## src/rtl/stream_mux_n_to_1.sv

```systemverilog
// stream_mux_n_to_1: NUM_IN:1 registered stream multiplexor with per-channel
// valid/ready handshake and burst locking. One output register stage.
// Optional build macro STREAM_MUX_RR_EN: round-robin channel selection in IDLE
// (sel ignored); without it the channel comes straight from sel.
module stream_mux_n_to_1 #(
    parameter int unsigned NUM_IN = 4,
    parameter int unsigned WIDTH  = 8,
    // Derived from NUM_IN; leave at its default.
    parameter int unsigned SEL_W  = $clog2(NUM_IN)
) (
    input  logic                      clk,
    input  logic                      reset_n,
    input  logic [SEL_W-1:0]          sel,
    input  logic [NUM_IN-1:0]         in_valid,
    input  logic [NUM_IN-1:0]         in_last,
    input  logic [NUM_IN*WIDTH-1:0]   in_data,
    output logic [NUM_IN-1:0]         in_ready,
    output logic                      out_valid,
    output logic                      out_last,
    output logic [WIDTH-1:0]          out_data,
    input  logic                      out_ready
);

    typedef enum logic {
        IDLE,
        LOCKED
    } state_t;

    state_t           state_q, state_d;
    logic [SEL_W-1:0] lock_sel_q, lock_sel_d;
`ifdef STREAM_MUX_RR_EN
    logic [SEL_W-1:0] rr_ptr_q, rr_ptr_d;
    logic             rr_found;
    logic             unused_sel;
    assign unused_sel = ^sel;
`endif

    logic             out_valid_q, out_valid_d;
    logic             out_last_q, out_last_d;
    logic [WIDTH-1:0] out_data_q, out_data_d;

    logic [SEL_W-1:0] cur;
    logic             cur_ok;
    logic             cur_valid;
    logic             cur_last;
    logic [WIDTH-1:0] cur_data;
    logic             space;
    logic             accept;

    // Channel choice: locked channel mid-burst, otherwise sel (or round-robin scan).
    always_comb begin
        cur    = '0;
        cur_ok = 1'b0;
`ifdef STREAM_MUX_RR_EN
        rr_found = 1'b0;
`endif
        if (state_q == LOCKED) begin
            cur    = lock_sel_q;
            cur_ok = 1'b1;
        end else begin
`ifdef STREAM_MUX_RR_EN
            // Two passes replace a modulo scan: first from rr_ptr upward, then
            // from 0, which only yields a hit below rr_ptr if the first found none.
            for (int unsigned i = 0; i < NUM_IN; i++) begin
                if (!rr_found && in_valid[i] && (i >= 32'(rr_ptr_q))) begin
                    rr_found = 1'b1;
                    cur      = SEL_W'(i);
                end
            end
            for (int unsigned i = 0; i < NUM_IN; i++) begin
                if (!rr_found && in_valid[i]) begin
                    rr_found = 1'b1;
                    cur      = SEL_W'(i);
                end
            end
            cur_ok = rr_found;
`else
            cur    = sel;
            cur_ok = (32'(sel) < NUM_IN);
`endif
        end
    end

    // Fetch the handshake and payload of the chosen channel.
    always_comb begin
        cur_valid = 1'b0;
        cur_last  = 1'b0;
        cur_data  = '0;
        for (int unsigned i = 0; i < NUM_IN; i++) begin
            if (cur_ok && (SEL_W'(i) == cur)) begin
                cur_valid = in_valid[i];
                cur_last  = in_last[i];
                cur_data  = in_data[i*WIDTH +: WIDTH];
            end
        end
    end

    // FSM state register.
    always_ff @(posedge clk or negedge reset_n) begin
        if (!reset_n) begin
            state_q    <= IDLE;
            lock_sel_q <= '0;
`ifdef STREAM_MUX_RR_EN
            rr_ptr_q   <= '0;
`endif
        end else begin
            state_q    <= state_d;
            lock_sel_q <= lock_sel_d;
`ifdef STREAM_MUX_RR_EN
            rr_ptr_q   <= rr_ptr_d;
`endif
        end
    end

    // FSM next state: lock on the first beat of a multi-beat burst, unlock on its last beat.
    always_comb begin
        state_d    = state_q;
        lock_sel_d = lock_sel_q;
`ifdef STREAM_MUX_RR_EN
        rr_ptr_d   = rr_ptr_q;
        if (accept && cur_last) begin
            rr_ptr_d = (32'(cur) + 32'd1 >= NUM_IN) ? '0 : cur + 1'b1;
        end
`endif
        case (state_q)
            IDLE: begin
                if (accept && !cur_last) begin
                    state_d    = LOCKED;
                    lock_sel_d = cur;
                end
            end
            LOCKED: begin
                if (accept && cur_last) begin
                    state_d = IDLE;
                end
            end
            default: state_d = IDLE;
        endcase
    end

    // FSM outputs: per-channel ready and the accept strobe, both gated by reset.
    always_comb begin
        space  = !out_valid_q || out_ready;
        accept = reset_n && cur_ok && space && cur_valid;
        for (int unsigned i = 0; i < NUM_IN; i++) begin
            in_ready[i] = reset_n && cur_ok && space && (SEL_W'(i) == cur);
        end
    end

    // Output register next state: load on accept, drain when taken, hold on stall.
    always_comb begin
        out_valid_d = out_valid_q;
        out_last_d  = out_last_q;
        out_data_d  = out_data_q;
        if (accept) begin
            out_valid_d = 1'b1;
            out_last_d  = cur_last;
            out_data_d  = cur_data;
        end else if (out_ready) begin
            out_valid_d = 1'b0;
        end
    end

    // Output register.
    always_ff @(posedge clk or negedge reset_n) begin
        if (!reset_n) begin
            out_valid_q <= 1'b0;
            out_last_q  <= 1'b0;
            out_data_q  <= '0;
        end else begin
            out_valid_q <= out_valid_d;
            out_last_q  <= out_last_d;
            out_data_q  <= out_data_d;
        end
    end

    assign out_valid = out_valid_q;
    assign out_last  = out_last_q;
    assign out_data  = out_data_q;

endmodule
```

## config.mk

```make
export PLATFORM = sky130hd
export DESIGN_NAME = stream_mux_n_to_1
export DESIGN_NICKNAME = d
export VERILOG_FILES = /design/src/rtl/stream_mux_n_to_1.sv
export SDC_FILE = /design/constraint.sdc
export NUM_CORES = 1
export LEC_CHECK = 0
export CAP_MARGIN = 20
export CORE_MARGIN = 1
export CORE_UTILIZATION = 39
export DETAILED_ROUTE_END_ITERATION = 12
export GPL_TIMING_DRIVEN = 0
export MAX_ROUTING_LAYER = met4
export PLACE_DENSITY = 0.82
export SLEW_MARGIN = 5
export SYNTH_ARGS = -nofsm -noshare
export SYNTH_HDL_FRONTEND = slang
export SYNTH_SLANG_ARGS = --single-unit
export TNS_END_PERCENT = 20
```

## constraint.sdc

```tcl
create_clock -name clk -period 4.95 [get_ports clk]
set_clock_uncertainty 0.1 [all_clocks]
set_input_delay 0.495 -clock clk [delete_from_list [all_inputs] [get_ports clk]]
set_output_delay 0.495 -clock clk [all_outputs]
set_load 0.01 [all_outputs]
```

## Word level (Yosys, flattened, before mapping)

Cells that the tools add are included.

- Bits in registers: 13
- Input bits: 45
- Logic and storage cells: 41

- Equal/unequal tests: 3
- Muxes and demuxes: 18
- Bitwise logic cells: 1
- Reductions and logical operators: 14

Operator list:

| kind | count |
|---|---|
| 8-bit 2-to-1 mux | 4 |
| 1-bit 2-to-1 mux | 12 |
| 1-bit logical AND | 8 |
| 2-bit equality test (first input constant) | 2 |
| 1-bit by 2-bit equality test with 1-bit output (first input constant) | 1 |
| 1-bit zero test | 2 |
| 2-bit zero test | 1 |
| 2-bit 2-to-1 mux | 1 |
| 1-bit one-hot mux with 2 select lines | 1 |
| 2-bit AND reduction | 1 |
| 2-bit nonzero test | 1 |
| 1-bit logical OR | 1 |
| 1-bit inverter | 1 |

## Longest topological paths before layout

- Depth after elaboration: 10
- Gate-level depth with buffers: 7
- Depth with buffers taken out: 5

## Worst setup path before layout

No wires, ideal clock.

- Kind: input to register
- Start point: in sel[0]
- End point: reg out_data_q[1] (netlist: out_data[1])
- Data arrival time: 1844 ps
- Data required time: 4725 ps
- Path slack: 2882 ps
- Cell stages on the path: 5
- Cell sequence: mux2i_2 -> nor2_1 -> o41ai_4 -> buf_6 -> mux2_2

- Word-level cells in the longest chain between the ends: 7
- Elaborated cells on any way between the ends: 14
- Those cells by class: 3 x eq/ne; 9 x mux; 2 x reduce/logical

Ends and longest elaborated chain:

| element | line | RTL |
|---|---|---|
| start, declared | 13 | `input logic [SEL_W-1:0] sel,` |
| 2-bit 2-to-1 mux (*) | 57 | `if (state_q == LOCKED) begin` |
| 2-bit zero test | 90 | `if (cur_ok && (SEL_W'(i) == cur)) begin` |
| 1-bit 2-to-1 mux (4 in a row) | 90 |  |
| 1-bit logical AND | 144 | `accept = reset_n && cur_ok && space && cur_valid;` |
| end signal, assigned | 173 | `out_data_q <= out_data_d;` |
| end, declared | 40 | `logic [WIDTH-1:0] out_data_q, out_data_d;` |

Every way passes the cells marked *; elsewhere a longest branch is shown, timed or not.
A chain may end at the register's enable or synchronous reset.

## Worst setup path in the final report

- Start point: in reset_n
- End point: out in_ready[2]

- Word-level cells in the longest chain between the ends: 2

Ends and longest elaborated chain:

| element | line | RTL |
|---|---|---|
| start, declared | 12 | `input logic reset_n,` |
| 1-bit logical AND (2 in a row) | 146 | `in_ready[i] = reset_n && cur_ok && space && (SEL_W'(i) == cur);` |
| end, declared | 17 | `output logic [NUM_IN-1:0] in_ready,` |

No other way between the ends.

==> impl_metrics.json <==
{
  "syn_nets": 116,
  "drt_iter0_drc": 9,
  "cts_tree": "yes",
  "startpoint_type": "primary input",
  "fin_nets": 179,
  "finalSetupTns_ns": 0,
  "ys_seq_area_share_pct": 34.8,
  "yosys.area.top_type": "dfrtp_1",
  "numCtsBuffers": 3,
  "clock_path_buffers": 2,
  "num_vias": 876,
  "syn_inst": 71,
  "endpoint": "in_ready[2]",
  "routed_wl_um": 2510,
  "drv_cap": 0,
  "drc": 0,
  "crit_path_start": "reset_n",
  "vias_per_cell": 5.44,
  "rrSetupSlack_ns": 2.65,
  "cpMaxStageDelayCell": "clkdlybuf4s50_1",
  "period_needed_ns": 3.19,
  "end_kind": "output pin",
  "synthTopCellsByArea": "dfrtp_1 (35%), mux4_2 (12%), mux4_1 (8.4%)",
  "clock_latency_ns": 0.28,
  "antenna_cells": 0,
  "synthTopCellsByCount": "dfrtp_1 (13), mux2_2 (7), mux2i_1 (5), mux4_2 (5), nand2b_1 (4)",
  "fin_total_pwr_uw": 742,
  "areaGrowthSynthToFinish_pct": 68.7,
  "cp.arrival_ns": 2.59,
  "boundaryPins": 59,
  "drtAntennaViolNets": 0,
  "crit_fanout": 16,
  "crit_top_cell": "clkdlybuf4s50_1",
  "initial_core_util_pct": 41.8,
  "die_y_um": 51.0,
  "tightest_slew_ns": 0.696,
  "synth-edff-count": 0,
  "setup_violations": 0,
  "timing.rr.start": "state_q",
  "relSlewSlack_pct": 53.4,
  "first_global_vias": 861,
  "antenna_found_initial": 0,
  "grt_start_max_net_pins": 17,
  "root_buffer": "clkbuf_4",
  "r2r_cells": 5,
  "async_reset_ff_share_pct": 100,
  "final_max_slew_viol_count": 0,
  "dp_hpwl_um": 2020,
  "die_w_um": 51.0,
  "postSynthAreaPerCell_um2": 13.2,
  "final_area_um2": 1580,
  "avgRoutedWirePerCell_um": 15.6,
  "timing.fmax_mhz": 314,
  "portBuffers": 58,
  "gp_congestion": 0.736,
  "period_share_pct": 64.4,
  "rsz0062_at_grt": "no",
  "die_area_um2": 2600,
  "ys_warn_count": 0,
  "core-area_um2": 2230,
  "drive_gt1_share_pct": 16.5,
  "syn-cell-area_um2": 935,
  "cts_setup_buffers": 0,
  "crit_chain": "clkdlybuf4s50_1 -> nand2_1 -> nor3b_1 -> clkdlybuf4s50_1",
  "grt_usage_pct": 22.7,
  "synth_cell_types": 29,
  "finalHoldViolations": 0,
  "path_clk_slew_ns": 0.08,
  "synth_most_common_cell": "dfrtp_1",
  "slowest_delay_ns": 0.92,
  "outcome": "finished, final reports clean",
  "r2r_end": "out_data[1]",
  "grt_first_pass_wirelength_um": 4020,
  "placed_cell_area_um2": 1550,
  "ys_ff_latch": 13,
  "ctsHoldBuffers": 0,
  "ir_worst_vdd_mv": 0.273,
  "yosysTopAreaCellShare_pct": 34.8,
  "post_cts_resized": 0,
  "required_ns": 4.36,
  "num-fill-cells": 182,
  "p_per_area_nw_per_um2": 470,
  "criticalPathCategory": "primary input to output pin",
  "yosys_most_used_dff": "dfrtp_1",
  "firstDrtPassIters": 2,
  "htreeDepth": 1,
  "p_leak_nw": 0.645,
  "cts_sinks": 13,
  "worstHoldPathType": "register to register",
  "grt-ovfl-total": 0,
  "rows": 17
}
## routing by layer
| layer | wire, um | track usage [%] | share of wire [%] | vias up |
|---|---|---|---|---|
| met5 | 0 | - | 0 | - |
| met4 | 59 | 13.9 | 2.3 | 0 |
| li1 | - | - | - | 409 |
| met3 | 137 | 5.36 | 5.4 | 4 |
| met2 | 1340 | 38.4 | 53 | 33 |
| met1 | 981 | 23.9 | 39 | 430 |
## power by group
group / leakage (nW) / switching [mW] / internal, mW
registers: 0.155 / 0.0376 / 0.161
logic: 0.475 / 0.187 / 0.288
clock network: 0.0150 / 0.0369 / 0.0313
## flip-flops by register name (all words and copies together), names as in the netlist
| name | count |
|---|---|
| out_data | 8 |
| lock_sel_q | 2 |
| out_last | 1 |
| out_valid | 1 |
| state_q | 1 |
## through the flow
stage | worst slack, ns | utilization (%) | instances | hold slack, ns
after floorplan | 2.88 | - | 71 | 0.0994
after global placement | 1.77 | 69.4 | 157 | 0.366
after detailed placement | 1.73 | 69.4 | 157 | 0.381
after CTS | 1.72 | 70.6 | 161 | 0.413
after global routing | 1.53 | 70.6 | 161 | 0.423
final | 1.76 | 70.6 | 161 | 0.415
## area by class of cell
type / instances / area (um2) / area share [%]
clock buffers: 4 / 26.3 / 1.67
multi-input cells: 52 / 569 / 36.1
inverters: 2 / 7.51 / 0.476
repair buffers: 58 / 581 / 36.8
well taps: 28 / 35.0 / 2.22
plain buffers: 4 / 32.5 / 2.06
flip-flops and latches: 13 / 325 / 20.6
## cells in the final DEF, fill, tap and decap left out, drive strengths merged, types with 2 or more instances in the layout
cell type,instances
a32o,2
nor2,3
mux2,9
nand2,3
clkbuf,4
dfrtp,13
mux4,8
mux2i,6
inv,2
clkdlybuf4s50,58
nor2b,2
nand2b,4
nor3b,2
buf,4
## worst min path at each step
stage | start | to | slack [ns] | depth (start not counted)
floorplan | reset_n | lock_sel_q[0] | 0.1 | 0
global placement | out_data[7] | out_data[7] | 0.37 | 1
detailed placement | out_data[7] | out_data[7] | 0.38 | 1
CTS | out_data[7] | out_data[7] | 0.41 | 1
global route | out_data[7] | out_data[7] | 0.42 | 1
finish | out_data[2] | out_data[2] | 0.41 | 1
## worst max-delay path, delay by kind of cell
kind	cells	cell delay (ns)
AND/OR/NAND/NOR	2	0.60
buffers and inverters	2	1.49
## logic make-up after synthesis
family / count (synthesis) / synth area share (%)
buf+inv: 6 / 4.28
compound gates: 8 / 8.84
simple gates: 21 / 13.9
mux: 23 / 38.2
flops: 13 / 34.8
No activity file was read; power rests on OpenSTA's default activity.
